$ cat config.mk
export PLATFORM = sky130hd
export DESIGN_NAME = fwd_hazard_ctrl
export DESIGN_NICKNAME = d
export VERILOG_FILES = /design/src/rtl/cpu_pkg_fwd.sv /design/src/rtl/fwd_match.sv /design/src/rtl/fwd_hazard_ctrl.sv
export SDC_FILE = /design/constraint.sdc
export NUM_CORES = 1
export LEC_CHECK = 0
export ABC_AREA = 1
export BUFFER_PORTS_ARGS = -buffer_cell sky130_fd_sc_hd__buf_2
export CORE_MARGIN = 5
export CORE_UTILIZATION = 50
export CTS_CLUSTER_SIZE = 30
export DETAILED_ROUTE_END_ITERATION = 7
export GPL_ROUTABILITY_DRIVEN = 0
export GPL_TIMING_DRIVEN = 0
export PLACE_DENSITY = 0.75
export SLEW_MARGIN = 20
export SYNTH_ARGS = -nofsm -noshare
export SYNTH_HDL_FRONTEND = slang
export SYNTH_SLANG_ARGS = --single-unit
$ cat constraint.sdc
create_clock -name clk -period 1.8 [get_ports clk]
set_input_delay 0.27 -clock clk [delete_from_list [all_inputs] [get_ports clk]]
set_output_delay 0.27 -clock clk [all_outputs]
set_load 0.02 [all_outputs]
$ cat src/rtl/cpu_pkg_fwd.sv
// Shared encodings for the EX-stage forwarding and load-use hazard controller:
// forwarding-mux selects, controller FSM states and the hard-wired zero register.
package cpu_pkg_fwd;

  localparam logic [1:0] FWD_RF  = 2'b00;
  localparam logic [1:0] FWD_WB  = 2'b01;
  localparam logic [1:0] FWD_MEM = 2'b10;

  localparam int unsigned REG_ZERO = 0;

  typedef enum logic [1:0] {
    ST_RUN        = 2'd0,
    ST_LOAD_STALL = 2'd1,
    ST_MEM_WAIT   = 2'd2
  } fwd_state_t;

endpackage

$ cat src/rtl/fwd_match.sv
// Producer comparator for one source register: picks the forwarding select and
// flags an EX-slot hit so the caller can detect load-use hazards.
module fwd_match
  import cpu_pkg_fwd::*;
#(
  parameter int unsigned REG_AW = 5
) (
  input  logic [REG_AW-1:0] src,
  input  logic              ex_v,
  input  logic [REG_AW-1:0] ex_dst,
  input  logic              ex_wr,
  input  logic              mem_v,
  input  logic [REG_AW-1:0] mem_dst,
  input  logic              mem_wr,
  output logic [1:0]        sel,
  output logic              ex_hit
);

  logic src_nz;
  logic mem_hit;

  always_comb begin
    src_nz  = (src != REG_AW'(REG_ZERO));
    ex_hit  = src_nz && ex_v && ex_wr && (ex_dst == src);
    mem_hit = src_nz && mem_v && mem_wr && (mem_dst == src);
    // EX holds the newer producer, so it takes precedence over MEM.
    if (ex_hit) begin
      sel = FWD_MEM;
    end else if (mem_hit) begin
      sel = FWD_WB;
    end else begin
      sel = FWD_RF;
    end
  end

endmodule

$ cat src/rtl/fwd_hazard_ctrl.sv
// EX-stage forwarding-select generator with load-use stall and memory-freeze control.
// Optional saturating statistics counters are enabled by defining FWD_HAZARD_STATS_EN.
module fwd_hazard_ctrl
  import cpu_pkg_fwd::*;
#(
  parameter int unsigned REG_AW = 5
`ifdef FWD_HAZARD_STATS_EN
  ,
  parameter int unsigned CNT_W  = 16
`endif
) (
  input  logic              clk,
  input  logic              rst,
  input  logic              id_valid,
  input  logic [REG_AW-1:0] id_rs,
  input  logic [REG_AW-1:0] id_rt,
  input  logic [REG_AW-1:0] id_dst,
  input  logic              id_regwrite,
  input  logic              id_memread,
  input  logic              mem_busy,
  output logic [1:0]        ex_fwd_a_sel,
  output logic [1:0]        ex_fwd_b_sel,
  output logic              stall_if_id,
  output logic              bubble_ex,
  output logic              freeze
`ifdef FWD_HAZARD_STATS_EN
  ,
  output logic [CNT_W-1:0]  stat_loaduse_cnt,
  output logic [CNT_W-1:0]  stat_fwd_cnt,
  output logic [CNT_W-1:0]  stat_freeze_cnt
`endif
);

  logic              ex_v;
  logic [REG_AW-1:0] ex_dst;
  logic              ex_wr;
  logic              ex_ld;
  logic              mem_v;
  logic [REG_AW-1:0] mem_dst;
  logic              mem_wr;

  fwd_state_t state;
  fwd_state_t state_nxt;

  logic [1:0] sel_a_c;
  logic [1:0] sel_b_c;
  logic       ex_hit_a;
  logic       ex_hit_b;
  logic       hazard;

  logic       ctl_freeze;
  logic       ctl_stall;
  logic       ctl_bubble;

  fwd_match #(.REG_AW(REG_AW)) u_match_a (
    .src     (id_rs),
    .ex_v    (ex_v),
    .ex_dst  (ex_dst),
    .ex_wr   (ex_wr),
    .mem_v   (mem_v),
    .mem_dst (mem_dst),
    .mem_wr  (mem_wr),
    .sel     (sel_a_c),
    .ex_hit  (ex_hit_a)
  );

  fwd_match #(.REG_AW(REG_AW)) u_match_b (
    .src     (id_rt),
    .ex_v    (ex_v),
    .ex_dst  (ex_dst),
    .ex_wr   (ex_wr),
    .mem_v   (mem_v),
    .mem_dst (mem_dst),
    .mem_wr  (mem_wr),
    .sel     (sel_b_c),
    .ex_hit  (ex_hit_b)
  );

  // rt is compared even when the instruction may not read it: conservative stall.
  always_comb begin
    hazard = id_valid && ex_ld && (ex_hit_a || ex_hit_b);
  end

  always_ff @(posedge clk) begin
    if (rst) begin
      state <= ST_RUN;
    end else begin
      state <= state_nxt;
    end
  end

  // MEM_WAIT releases into a cycle that is evaluated exactly like RUN.
  always_comb begin
    state_nxt = ST_RUN;
    unique case (state)
      ST_RUN, ST_MEM_WAIT: begin
        if (mem_busy) begin
          state_nxt = ST_MEM_WAIT;
        end else if (hazard) begin
          state_nxt = ST_LOAD_STALL;
        end else begin
          state_nxt = ST_RUN;
        end
      end
      ST_LOAD_STALL: begin
        state_nxt = mem_busy ? ST_MEM_WAIT : ST_RUN;
      end
      default: state_nxt = ST_RUN;
    endcase
  end

  always_comb begin
    ctl_freeze = mem_busy;
    ctl_bubble = 1'b0;
    ctl_stall  = mem_busy;
    if (!mem_busy && (state != ST_LOAD_STALL) && hazard) begin
      ctl_bubble = 1'b1;
      ctl_stall  = 1'b1;
    end
    freeze      = !rst && ctl_freeze;
    stall_if_id = !rst && ctl_stall;
    bubble_ex   = !rst && ctl_bubble;
  end

  always_ff @(posedge clk) begin
    if (rst) begin
      ex_v         <= 1'b0;
      ex_dst       <= '0;
      ex_wr        <= 1'b0;
      ex_ld        <= 1'b0;
      mem_v        <= 1'b0;
      mem_dst      <= '0;
      mem_wr       <= 1'b0;
      ex_fwd_a_sel <= FWD_RF;
      ex_fwd_b_sel <= FWD_RF;
    end else if (!ctl_freeze) begin
      mem_v   <= ex_v;
      mem_dst <= ex_dst;
      mem_wr  <= ex_wr;
      if (ctl_bubble) begin
        ex_v         <= 1'b0;
        ex_wr        <= 1'b0;
        ex_ld        <= 1'b0;
        ex_fwd_a_sel <= FWD_RF;
        ex_fwd_b_sel <= FWD_RF;
      end else begin
        ex_v         <= id_valid;
        ex_dst       <= id_dst;
        ex_wr        <= id_regwrite;
        ex_ld        <= id_memread;
        ex_fwd_a_sel <= id_valid ? sel_a_c : FWD_RF;
        ex_fwd_b_sel <= id_valid ? sel_b_c : FWD_RF;
      end
    end
  end

`ifdef FWD_HAZARD_STATS_EN
  logic fwd_event;

  always_comb begin
    fwd_event = !ctl_freeze && !ctl_bubble && id_valid
                && ((sel_a_c != FWD_RF) || (sel_b_c != FWD_RF));
  end

  always_ff @(posedge clk) begin
    if (rst) begin
      stat_loaduse_cnt <= '0;
      stat_fwd_cnt     <= '0;
      stat_freeze_cnt  <= '0;
    end else begin
      if (ctl_bubble && (stat_loaduse_cnt != '1)) begin
        stat_loaduse_cnt <= stat_loaduse_cnt + CNT_W'(1);
      end
      if (fwd_event && (stat_fwd_cnt != '1)) begin
        stat_fwd_cnt <= stat_fwd_cnt + CNT_W'(1);
      end
      if (ctl_freeze && (stat_freeze_cnt != '1)) begin
        stat_freeze_cnt <= stat_freeze_cnt + CNT_W'(1);
      end
    end
  end
`endif

endmodule

Yosys cells after proc, flatten, opt, wreduce, memory -nomap -nowiden:

Index checks and enable logic that the tools add are counted.
Widths: inputs -> output; s select.

* equality and inequality tests: 7
* multiplexer cells: 17
* bitwise operators: 2
* reductions and logical operators: 27

Operators with widths (count)
* $eq 5x5->1: 4
* $logic_and 1x1->1: 19
* $mux 2: 8
* $reduce_bool 5->1: 2
* $mux 1: 8
* $pmux 2 s2: 1
* $eq 2x1->1 const B: 1
* $eq 2x2->1 const B: 1
* $logic_not 1->1: 2
* $logic_not 2->1: 1
* $ne 2x1->1 const B: 1
* $not 1->1: 2
* $reduce_and 2->1: 1
* $reduce_or 2->1: 1
* $logic_or 1x1->1: 1

* bits in registers: 21
* input port bits: 21
* output and inout port bits: 7

Depth between registers and ports, before layout:

Gate-level depths: netlist (run 1).

* depth after elaboration: 10
* depth in mapped cells: 12

Hierarchy:

From an unflattened synthesis (run 1), not the netlist that was laid out.

* cells, all modules: 224
* area, all modules: 1323.8 µm²

Modules (own cells, without submodules)
* fwd_hazard_ctrl: times used 1, cells each 104, area each 828.3 µm²
* fwd_match: times used 2, cells each 60, area each 247.7 µm²

Worst setup path after synthesis (run 1):

OpenSTA, ideal clock, no wires.

* kind: register to output
* start: register ex_v
* end: output port stall_if_id
* arrival: 1.399 ns
* data required time: 1.530 ns
* path slack: 0.131 ns
* stages on the path, launching flop included: 10
* path buffers: 1
* path through: dfxtp_1 nand2_1 a21oi_1 nand2_1 nor2_4 nand2_4 nand2_4 nand3_4 buf_8 o21ai_1

* word-level cells in the longest chain between the ends: 8
* elaborated cells on any way between the ends: 11

Ends and longest elaborated chain
* from (decl): RTL line fwd_hazard_ctrl.sv:34 `logic ex_v;`
* from (signal assigned): RTL line fwd_hazard_ctrl.sv:147 `ex_v <= id_valid;`
* $logic_and 1x1->1 (3 in a row): RTL line fwd_match.sv:24 `ex_hit = src_nz && ex_v && ex_wr && (ex_dst == src);`
* $logic_or 1x1->1 *: RTL line fwd_hazard_ctrl.sv:81 `hazard = id_valid && ex_ld && (ex_hit_a || ex_hit_b);`
* $logic_and 1x1->1 *: RTL line fwd_hazard_ctrl.sv:81
* $logic_and 1x1->1 *: RTL line fwd_hazard_ctrl.sv:116 `if (!mem_busy && (state != ST_LOAD_STALL) && hazard) begin`
* $mux 1 *: RTL line fwd_hazard_ctrl.sv:116
* $logic_and 1x1->1 *: RTL line fwd_hazard_ctrl.sv:121 `stall_if_id = !rst && ctl_stall;`
* to (decl): RTL line fwd_hazard_ctrl.sv:23 `output logic stall_if_id,`

Every way passes the cells marked *; elsewhere a longest branch is shown, timed or not.

Worst setup path after layout (run 1):

* start: register ex_dst[3]
* end: output port stall_if_id

* word-level cells in the longest chain between the ends: 7
* elaborated cells on any way between the ends: 9

Ends and longest elaborated chain
* from (decl): RTL line fwd_hazard_ctrl.sv:35 `logic [REG_AW-1:0] ex_dst;`
* from (signal assigned): RTL line fwd_hazard_ctrl.sv:148 `ex_dst <= id_dst;`
* $eq 5x5->1: RTL line fwd_match.sv:24
* $logic_and 1x1->1: RTL line fwd_match.sv:24
* $logic_or 1x1->1 *: RTL line fwd_hazard_ctrl.sv:81
* $logic_and 1x1->1 *: RTL line fwd_hazard_ctrl.sv:81
* $logic_and 1x1->1 *: RTL line fwd_hazard_ctrl.sv:116
* $mux 1 *: RTL line fwd_hazard_ctrl.sv:116
* $logic_and 1x1->1 *: RTL line fwd_hazard_ctrl.sv:121

Marked as above.

==> results of run 1 <==
==> tightest hold or removal path, stage by stage <==
cell	delay (ns)
buf_2	0.08
nand3_1	0.06
nand2_1	0.06
==> cells in the mapped netlist <==
cell,number,area (µm²)
nand3_4,2,35.0
o22ai_1,3,18.8
nor2_2,3,18.8
o21ai_1,4,20.0
o211ai_1,2,15.0
o21ai_0,3,15.0
clkinv_1,2,7.51
nand2_1,51,191
nand3_1,13,65.1
nor3_1,5,25.0
nor2_4,2,22.5
or2_1,1,6.26
nand2_2,2,12.5
xnor2_1,1,8.76
o221ai_1,2,17.5
nand4_1,3,18.8
a22o_1,1,8.76
inv_1,28,105
nand2_4,2,22.5
a21oi_1,10,50.1
nor2_1,11,41.3
buf_8,1,15.0
a21oi_2,1,8.76
xor2_1,4,35.0
clkbuf_1,1,3.75
inv_2,2,7.51
buf_2,1,5.00
dfxtp_1,21,420
==> power groups by stage <==
stage / Clock (mW) / Combinational [mW] / Sequential [mW]
6_report: 0.236 / 0.184 / 0.504
5_1_grt: 0.255 / 0.206 / 0.507
4_1_cts: 0.239 / 0.169 / 0.503
3_5_place_dp: 0 / 0.163 / 0.511
3_3_place_gp: 0 / 0.158 / 0.510
2_1_floorplan: 0 / 0.107 / 0.507
==> layout make-up <==
| cell class | instances | area [µm²] |
|---|---|---|
| Inverter | 32 | 125 |
| Clock buffer | 3 | 22.5 |
| Tap cell | 30 | 37.5 |
| Buffer | 2 | 8.76 |
| Sequential cell | 21 | 434 |
| Fill cell | 231 | 860 |
| Timing Repair Buffer | 36 | 215 |
| Clock inverter | 1 | 5.00 |
| Multi-Input combinational cell | 126 | 702 |
==> what timing repair did <==
action	in CTS	in global routing
cloned	0	0
pin swaps	5	3
resized for setup	17	14
endpoints found under the setup margin	2	2
setup buffers	6	3
==> routing by layer <==
layer,routed length (µm),vias up,GRT usage [%]
met2,1480,40,28.5
li1,-,658,-
met4,40,0,7.77
met1,1380,576,26.1
met3,198,6,2.61
met5,0,-,0
==> cells in the final DEF, fill, tap and decap left out, types with 4 or more instances in the layout <==
cell type	instances
nand2_1	45
buf_2	26
inv_1	25
dfxtp_1	14
nand3_1	13
nor2_1	10
a21oi_1	9
buf_4	9
nand2_2	8
nor3_1	5
dfxtp_2	5
inv_2	4
xor2_1	4
==> kinds of logic (layout without fill, tap and decap cells) <==
logic type	count (synthesis)	after routing
buf+inv	35	74
simple gates	95	95
flops	21	21
compound gates	26	26
xor+xnor	5	5
==> metrics by stage <==
stage | hold WS (ns) | area [µm²]
detailed placement | 0.427 | 1390
global route | 0.205 | 1550
CTS | 0.176 | 1500
floorplan | 0.401 | 1220
finish | 0.182 | 1550
global placement | 0.420 | 1390
==> worst max path at each step <==
stage | to | slack [ns] | depth (start not counted)
CTS | stall_if_id | -0.13 | 12
global route | stall_if_id | -0.18 | 11
detailed placement | stall_if_id | 0.04 | 12
finish | stall_if_id | -0.06 | 11
global placement | stall_if_id | 0.05 | 12
floorplan | stall_if_id | 0.13 | 9
==> registers in the layout, summed over array words and instances, names as in the netlist <==
signal / cells
ex_dst: 5
ex_fwd_b_sel: 2
ex_v: 1
state: 2
ex_ld: 1
mem_v: 1
ex_wr: 1
mem_wr: 1
mem_dst: 5
ex_fwd_a_sel: 2
==> Implementation_results.wiki, run 1 <==
{| class="wikitable"
! Metric !! Value
|-
| Run status || complete, but fails checks
|-
| Violations in the final reports || negative setup slack
|-
| Hold path endpoint || ex_ld
|-
| Syn Nets || 203
|-
| Proportion of power drawn by flip-flops and latches || 54.6%
|-
| Final hold violation count || 0
|-
| Post-DP HPWL || 2.33 mm
|-
| Power Total || 0.923 mW
|-
| Flop2flop setup slack || 0.30 ns
|-
| Normalized max-slew margin || 68.2%
|-
| Total power density per cell area || 595 nW/µm²
|-
| Syn avg cell area || 6.71 µm²
|-
| Data required time at the worst endpoint || 1.53 ns
|-
| Switching share of power || 30.4%
|-
| Top achievable clock speed || 537 MHz
|-
| Net switching component of the power || 0.280 mW
|-
| Maximum single-stage delay on the critical path || 0.40 ns
|-
| Die footprint || 3530 µm²
|-
| Final setup violation count || 2
|-
| Root buffer cell || clkbuf_4
|-
| Largest voltage drop on the vdd net || 0.496 mV
|-
| Multiplexer share of the synthesized area || 0%
|-
| Unrepaired setup endpoints after global routing || yes
|-
| Post-DR vias/cell || 5.10
|-
| Top cell by count, worst path || nand2_2
|-
| Pre-CTS setup slack || 0.0390 ns
|-
| GRT Overall Usage || 18.7%
|-
| Capture point of the worst reg-to-reg path || ex_dst[3]
|-
| Worst Reg-to-Reg Cells || 12
|-
| Adder and majority gate portion of the synthesized area || 0%
|-
| Final non-filler cell total || 251
|-
| CP Cell Sequence || inv_4 -> nand2_2 -> nand2_2 -> inv_2 -> nand2_2 -> nor2_2 -> nand2_2 -> nand2_4 -> nand3_4 -> o21ai_4 -> buf_6
|-
| Residual antenna-violating net count after detailed routing || 0
|-
| Initial Utilization || 50.7%
|-
| Global-route wire length before repair || 5.04 mm
|-
| Number of design rule violations left after detail routing || 0
|-
| Detailed router's first-iteration violation count || 58
|-
| Hold Path Cell Cnt || 3
|-
| Area of the core region || 2410 µm²
|-
| Clock tree from TritonCTS || built
|-
| Internal power component || 0.642 mW
|-
| Path type of the worst min-delay path || in -> reg
|-
| Average wire per cell in the routed design || 12.4 µm
|-
| Final critical-path share of the clock period || 103%
|-
| Row Count || 18
|-
| Launching point of the worst reg2reg path || ex_dst[3]
|-
| Cell type group with the largest total delay on the critical path || simple AND/OR/NAND/NOR gates
|-
| Max clock buf depth || 2
|-
| Hold-fix buffers, CTS || 0
|-
| Count of max-cap constraint violations || 0
|-
| Worst clock skew || 0.00295 ns
|-
| Die Wd || 59.4 µm
|-
| Worst Setup SP || ex_dst[3]
|-
| CP max stage cell || dfxtp_4
|-
| Clk_lat worst skew || 0.31 ns
|-
| Buffers & Inverters on Critical Path || 3
|-
| Synthesis warning total || 0
|-
| Util after Layout || 64.3%
|-
| Placed Cells || 239
|-
| Total negative slack || -0.104 ns
|-
| Leakage power || 0.783 nW
|-
| Clk pin slew, worst setup/hold paths || 0.12 ns
|-
| Library cells used by synthesis || 28
|-
| Critical path endpoint category || output pin
|-
| Fin worst setup slack || -0.0612 ns
|-
| Num CTS Buffers || 3
|-
| Total congestion overflow || 0
|-
| Number of sinks driven by the clock tree || 21
|-
| Number of input and output port buffers inserted || 27
|-
| Final number of max-transition violations || 0
|-
| Sequential-to-total area share from yosys stat || 34.4%
|-
| Vertical die dimension || 59.4 µm
|-
| Worst-margin pin slew || 0.477 ns
|-
| I/O Pins || 28
|-
| Clock network power share || 25.5%
|-
| Maximum number of pins on one net before global-route repair || 13
|-
| Initial antenna violation count || 0
|-
| Cell area after technology mapping || 1220 µm²
|-
| Ant diodes || 0
|-
| Critical path peak fanout || 4
|-
| Critical Path AT || 1.59 ns
|-
| Combinational family with the most area after synthesis || simple AND/OR/NAND/NOR gates
|-
| First-pass iteration count of the detailed router || 4
|-
| Post-synthesis register bit count || 21
|-
| Vias in the first global route || 1,155
|-
| Ratio of cells with drive above 1 in the final layout || 34.4%
|-
| Relative contribution of combinational cells to total power || 19.9%
|-
| Area fraction in and, or, nand and nor cells after synthesis || 37.6%
|-
| Total number of vias || 1,280
|-
| Worst setup path category || reg -> out
|-
| Nets@finish || 243
|-
| Type of element launching the critical path || flip-flop
|-
| Aggregate routed wire length || 3.10 mm
|-
| Area growth syn-to-layout || 26.9%
|-
| Synthesized instance count || 182
|-
| Min-delay src || id_memread
|-
| Synthesized-area fraction occupied by xor and xnor cells || 3.59%
|-
| Fraction of the mapped netlist area in compound gates || 12.6%
|-
| Tmin final || 1.86 ns
|-
| H-tree Lvls || 1
|}
Power figures use the tool's default switching activity.
==> inputs of run 2 (changes only) <==
--- a/config.mk
+++ b/config.mk
@@ -10,3 +10,3 @@
 export CORE_MARGIN = 5
-export CORE_UTILIZATION = 50
+export CORE_UTILIZATION = 52
 export CTS_CLUSTER_SIZE = 30
@@ -15,3 +15,3 @@
 export GPL_TIMING_DRIVEN = 0
-export PLACE_DENSITY = 0.75
+export PLACE_DENSITY = 0.77
 export SLEW_MARGIN = 20
==> constraint.sdc (replaced) <==
create_clock -name clk -period 1.8 [get_ports clk]
set_input_delay 0.54 -clock clk [delete_from_list [all_inputs] [get_ports clk]]
set_output_delay 0.54 -clock clk [all_outputs]
set_load 0.02 [all_outputs]
==> Implementation_results.wiki, run 2 (synthesis results as in run 1) <==
{| class="wikitable"
! Metric !! Value
|-
| Leading registers by flop count || ex_dst: 5 flops, mem_dst: 5 flops (unchanged)
|-
| Top achievable clock speed || 469 MHz (was 537 MHz)
|-
| Final critical-path share of the clock period || 118% (was 103%)
|-
| Commonest non-fill, non-tap cells in the layout || 39 x nand2_1, 25 x buf_2, 20 x inv_1 (was 45 x nand2_1, 26 x buf_2, 25 x inv_1)
|-
| Path type of the worst min-delay path || reg -> reg (was in -> reg)
|-
| Final number of max-transition violations || 0 (unchanged)
|-
| Post-DR vias/cell || 5.31 (was 5.10)
|-
| Clk pin slew, worst setup/hold paths || 0.12 ns (about the same)
|-
| Final hold slack || 0.443 ns (was 0.182 ns)
|-
| Area of the core region || 2230 µm² (was 2410 µm²)
|-
| Average wire per cell in the routed design || 12.9 µm (was 12.4 µm)
|-
| Violations in the final reports || negative setup slack (unchanged)
|-
| Worst clock skew || 0.00265 ns (was 0.00295 ns)
|-
| Post-DP HPWL || 2.44 mm (was 2.33 mm)
|-
| Type of element launching the critical path || flip-flop (unchanged)
|-
| Leading cell type in the layout, fill and taps excluded || nand2_1 (unchanged)
|-
| Vertical die dimension || 58.5 µm (was 59.4 µm)
|-
| Initial antenna violation count || 0 (unchanged)
|-
| Total congestion overflow || 0 (unchanged)
|-
| Clock tree from TritonCTS || built (unchanged)
|-
| Total number of vias || 1,328 (was 1,280)
|-
| Root buffer cell || clkbuf_4 (unchanged)
|-
| Normalized max-slew margin || 82.2% (was 68.2%)
|-
| Unrepaired setup endpoints after global routing || yes (unchanged)
|-
| Residual antenna-violating net count after detailed routing || 0 (unchanged)
|-
| Num CTS Buffers || 3 (unchanged)
|-
| Clk_lat worst skew || 0.30 ns (was 0.31 ns)
|-
| Critical path peak fanout || 4 (unchanged)
|-
| Final instance area || 1630 µm² (was 1550 µm²)
|-
| Area growth syn-to-layout || 33.2% (was 26.9%)
|-
| Nets@finish || 244 (was 243)
|-
| Die Wd || 58.5 µm (was 59.4 µm)
|-
| Tmin final || 2.13 ns (was 1.86 ns)
|-
| Aggregate routed wire length || 3.22 mm (was 3.10 mm)
|-
| Final setup violation count || 2 (unchanged)
|-
| GRT Overall Usage || 20.2% (was 18.7%)
|-
| Max clock buf depth || 2 (unchanged)
|-
| Fin worst setup slack || -0.331 ns (was -0.0612 ns)
|-
| Worst-margin pin slew || 0.267 ns (was 0.477 ns)
|-
| Global-route wire length before repair || 5.45 mm (was 5.04 mm)
|-
| First-pass iteration count of the detailed router || 4 (unchanged)
|-
| Ant diodes || 0 (unchanged)
|-
| Data required time at the worst endpoint || 1.26 ns (was 1.53 ns)
|-
| Critical path endpoint category || output pin (unchanged)
|-
| Die footprint || 3420 µm² (was 3530 µm²)
|-
| Row Count || 17 (was 18)
|-
| Final hold violation count || 0 (unchanged)
|-
| Worst setup path category || reg -> out (unchanged)
|-
| Total power density per cell area || 575 nW/µm² (was 595 nW/µm²)
|-
| Count of max-cap constraint violations || 0 (unchanged)
|-
| Detailed router's first-iteration violation count || 74 (was 58)
|-
| Number of design rule violations left after detail routing || 0 (unchanged)
|-
| Cell area after placement || 1460 µm² (was 1390 µm²)
|-
| Maximum number of pins on one net before global-route repair || 13 (unchanged)
|-
| Vias in the first global route || 1,269 (was 1,155)
|-
| Initial Utilization || 54.7% (was 50.7%)
|-
| Ratio of cells with drive above 1 in the final layout || 41.0% (was 34.4%)
|-
| Number of sinks driven by the clock tree || 21 (unchanged)
|-
| Power Total || 0.935 mW (was 0.923 mW)
|-
| Hold-fix buffers, CTS || 0 (unchanged)
|-
| Critical Path AT || 1.59 ns (about the same)
|-
| Largest voltage drop on the vdd net || 0.434 mV (was 0.496 mV)
|-
| H-tree Lvls || 1 (unchanged)
|-
| I/O Pins || 28 (unchanged)
|-
| Number of input and output port buffers inserted || 27 (unchanged)
|-
| Run status || complete, but fails checks (unchanged)
|-
| Leakage power || 0.803 nW (was 0.783 nW)
|-
| Number of inserted filler cells in the final layout || 176 (was 231)
|}
==> run 2: changes by cell type in the layout (fill, tap and decap cells not counted), sizes merged <==
cell  previous run  this run
buf             37        38
==> run 2: worst paths after layout <==
path,cells past startpoint,slack (ns),start,to
setup reg to reg,13,0.19,ex_dst[1],ex_fwd_b_sel[0]
hold / removal,1,0.44,state[1],state[1]
setup / recovery,11,-0.33,ex_dst[1],stall_if_id
hold reg to reg,1,0.44,state[1],state[1]
==> run 2: layout make-up <==
type / count / area [µm²] / area share (%)
Clock inverter: 1 / 5.00 / 0.308
Clock buffer: 3 / 22.5 / 1.38
Timing Repair Buffer: 37 / 229 / 14.1
Sequential cell: 21 / 434 / 26.7
Multi-Input combinational cell: 126 / 741 / 45.5
Buffer: 2 / 18.8 / 1.15
Inverter: 32 / 141 / 8.69
Tap cell: 28 / 35.0 / 2.15
==> run 2: what timing repair did <==
item,in CTS,in global routing
pin swaps,5,3
endpoints found under the setup margin,3,3
buffers inserted,7,3
resized for setup,27,7
==> run 2: power breakdown <==
part / total, mW / leakage (nW) / switching (mW) / internal, mW
logic: 0.208 / 0.611 / 0.123 / 0.0843
clock network: 0.223 / 0.0177 / 0.140 / 0.0827
registers: 0.504 / 0.175 / 0.0193 / 0.485
total: 0.935 / 0.803 / 0.283 / 0.652
==> run 2: metal layers <==
metal / track usage (%) / vias to the layer above / share of wire (%)
met2: 34.9 / 50 / 49
met4: 7.28 / 0 / 1.6
li1: - / 660 / -
met1: 25.6 / 612 / 42
met5: 0 / - / 0
met3: 2.63 / 6 / 7.6
==> run 2: per-stage QoR <==
step,setup TNS (ns),worst slack [ns],util [%],std cells
2_1_floorplan,-0.276,-0.149,-,182
3_3_place_gp,-1.24,-0.505,65.4,237
3_5_place_dp,-1.39,-0.545,65.4,237
4_1_cts,-0.725,-0.391,71.8,248
5_1_grt,-0.831,-0.425,72.8,250
6_report,-0.631,-0.331,72.8,250
==> run 2: critical path: stages, from the launching register on <==
cell	delay [ns]
dfxtp_2	0.38
inv_2	0.07
nand2_2	0.06
nand2_2	0.05
inv_2	0.04
nand2_2	0.04
nor2_2	0.11
nand2_2	0.08
nand2_4	0.09
nand3_4	0.10
o21ai_4	0.14
buf_6	0.13
==> inputs of run 3 (changes only) <==
Settings changed: CELL_PAD_IN_SITES_DETAIL_PLACEMENT set to 1, CELL_PAD_IN_SITES_GLOBAL_PLACEMENT set to 1, CORE_UTILIZATION 52 to 37, PLACE_DENSITY 0.77 to unset, PLACE_DENSITY_LB_ADDON set to 0.1.
==> Implementation_results.wiki, run 3 (synthesis results as in run 1) <==
{| class="wikitable"
! Metric !! Value
|-
| Leakage power || 0.829 nW (was 0.803 nW)
|-
| GRT Overall Usage || 18.2% (was 20.2%)
|-
| Maximum number of pins on one net before global-route repair || 13 (unchanged)
|-
| Row Count || 20 (was 17)
|-
| Initial antenna violation count || 0 (unchanged)
|-
| Hold-fix buffers, CTS || 0 (unchanged)
|-
| Number of sinks driven by the clock tree || 21 (unchanged)
|-
| Post-DP HPWL || 2.85 mm (was 2.44 mm)
|-
| Final setup violation count || 2 (unchanged)
|-
| Normalized max-slew margin || 77.2% (was 82.2%)
|-
| Commonest non-fill, non-tap cells in the layout || 40 x nand2_1, 24 x buf_2, 19 x inv_1 (was 39 x nand2_1, 25 x buf_2, 20 x inv_1)
|-
| Unrepaired setup endpoints after global routing || yes (unchanged)
|-
| Nets@finish || 247 (was 244)
|-
| Critical Path AT || 1.62 ns (was 1.59 ns)
|-
| Root buffer cell || clkbuf_4 (unchanged)
|-
| Final number of max-transition violations || 0 (unchanged)
|-
| Critical path endpoint category || output pin (unchanged)
|-
| Data required time at the worst endpoint || 1.26 ns (about the same)
|-
| Fin worst setup slack || -0.356 ns (was -0.331 ns)
|-
| Final hold violation count || 0 (unchanged)
|-
| Detailed router's first-iteration violation count || 38 (was 74)
|-
| Aggregate routed wire length || 3.81 mm (was 3.22 mm)
|-
| I/O Pins || 28 (unchanged)
|-
| Sequential cell area || 439 µm² (was 434 µm²)
|-
| Clk_lat worst skew || 0.30 ns (about the same)
|-
| CP max stage cell || dfxtp_4 (was dfxtp_2)
|-
| Top cell by count, worst path || nand2_2 (unchanged)
|-
| Die footprint || 4550 µm² (was 3420 µm²)
|-
| Worst setup path category || reg -> out (unchanged)
|-
| Number of inserted filler cells in the final layout || 429 (was 176)
|-
| Ratio of cells with drive above 1 in the final layout || 42.2% (was 41.0%)
|-
| Largest voltage drop on the vdd net || 0.254 mV (was 0.434 mV)
|-
| Area growth syn-to-layout || 38.0% (was 33.2%)
|-
| Final critical-path share of the clock period || 120% (was 118%)
|-
| Worst clock skew || 0.0108 ns (was 0.00265 ns)
|-
| Die Wd || 67.5 µm (was 58.5 µm)
|-
| Vias in the first global route || 1,370 (was 1,269)
|-
| Type of element launching the critical path || flip-flop (unchanged)
|-
| Ant diodes || 0 (unchanged)
|-
| Final hold slack || 0.446 ns (was 0.443 ns)
|-
| Critical path peak fanout || 4 (unchanged)
|-
| Global-route wire length before repair || 6.33 mm (was 5.45 mm)
|-
| Util after Layout || 54.3% (was 72.8%)
|-
| Max clock buf depth || 2 (unchanged)
|-
| Count of max-cap constraint violations || 0 (unchanged)
|-
| Top achievable clock speed || 464 MHz (was 469 MHz)
|-
| Clk pin slew, worst setup/hold paths || 0.13 ns (was 0.12 ns)
|-
| Launching point of the worst reg2reg path || ex_dst[3] (was ex_dst[1])
|-
| Leading cell type in the layout, fill and taps excluded || nand2_1 (unchanged)
|-
| Maximum single-stage delay on the critical path || 0.40 ns (was 0.38 ns)
|-
| Post-DR vias/cell || 4.98 (was 5.31)
|-
| CP Cell Sequence || inv_4 -> nand2_2 -> nand2_2 -> inv_2 -> nand2_2 -> nor2_2 -> nand2_2 -> nand2_4 -> nand3_4 -> o21ai_4 -> buf_6 (was inv_2 -> nand2_2 -> nand2_2 -> inv_2 -> nand2_2 -> nor2_2 -> nand2_2 -> nand2_4 -> nand3_4 -> o21ai_4 -> buf_6)
|-
| Tmin final || 2.16 ns (was 2.13 ns)
|-
| Total power density per cell area || 563 nW/µm² (was 575 nW/µm²)
|-
| Total number of vias || 1,340 (was 1,328)
|-
| H-tree Lvls || 1 (unchanged)
|-
| Initial Utilization || 39.4% (was 54.7%)
|-
| First-pass iteration count of the detailed router || 4 (unchanged)
|-
| Cell type group with the largest total delay on the critical path || simple AND/OR/NAND/NOR gates (unchanged)
|-
| Clock tree from TritonCTS || built (unchanged)
|-
| Area occupied by multi-input gates || 741 µm² (unchanged)
|-
| Number of input and output port buffers inserted || 27 (unchanged)
|-
| Area of the core region || 3100 µm² (was 2230 µm²)
|-
| Cell area after placement || 1480 µm² (was 1460 µm²)
|-
| Path type of the worst min-delay path || reg -> reg (unchanged)
|-
| Leading registers by flop count || ex_dst: 5 flops, mem_dst: 5 flops (unchanged)
|-
| Num CTS Buffers || 3 (unchanged)
|-
| Worst Setup SP || ex_dst[3] (was ex_dst[1])
|-
| Buffers & Inverters on Critical Path || 3 (unchanged)
|-
| Min-delay src || state[1] (unchanged)
|-
| Total congestion overflow || 0 (unchanged)
|-
| Number of design rule violations left after detail routing || 0 (unchanged)
|-
| Average wire per cell in the routed design || 14.1 µm (was 12.9 µm)
|-
| Run status || complete, but fails checks (unchanged)
|-
| Violations in the final reports || negative setup slack (unchanged)
|-
| Residual antenna-violating net count after detailed routing || 0 (unchanged)
|-
| Worst-margin pin slew || 0.342 ns (was 0.267 ns)
|-
| Vertical die dimension || 67.5 µm (was 58.5 µm)
|-
| Final instance area || 1690 µm² (was 1630 µm²)
|}
run 3: cell count changes in the layout (fill, tap and decap cells not counted), sizes merged:
cell  delta
buf      +3
run 3: cell type report:
| type | count | share of cell area [%] |
|---|---|---|
| multi-input cells | 126 | 43.9 |
| flip-flops and latches | 21 | 26.1 |
| repair buffers | 40 | 15.3 |
| inverters | 32 | 8.69 |
| well taps | 44 | 3.27 |
| clock buffers | 3 | 1.34 |
| plain buffers | 2 | 1.11 |
| clock inverters | 1 | 0.297 |
run 3: stage by stage:
step	instances	total power, mW	setup TNS, ns	setup slack (ns)
global route	269	1.01	-0.895	-0.491
detailed placement	253	0.698	-1.43	-0.541
global placement	253	0.691	-1.28	-0.516
CTS	265	0.947	-0.776	-0.404
finish	269	0.949	-0.629	-0.356
floorplan	182	0.626	-0.276	-0.149
run 3: worst paths after layout:
path / to / depth (start not counted) / slack [ns]
setup / recovery: stall_if_id / 11 / -0.36
hold / removal: state[1] / 1 / 0.45
setup reg to reg: ex_dst[4] / 13 / 0.16
hold reg to reg: state[1] / 1 / 0.45
run 3: report_power, final:
part / internal [mW] / switching (mW) / total [mW]
clock network: 0.0826 / 0.143 / 0.226
registers: 0.484 / 0.0214 / 0.505
logic: 0.0898 / 0.128 / 0.218
total: 0.656 / 0.293 / 0.949
run 3: routing by layer:
metal / up-vias / wire (µm) / track usage (%)
met2: 26 / 1960 / 33.6
met5: - / 0 / 0
li1: 670 / - / -
met3: 2 / 161 / 3.00
met1: 642 / 1660 / 22.3
met4: 0 / 23 / 3.04
run 3: what timing repair did:
action,4_1_cts,5_1_grt
pin swaps,6,4
gates resized for setup,30,11
endpoints found under the setup margin,3,3
buffers inserted,8,5
endpoints found under the hold margin,0,0
cloned,0,0
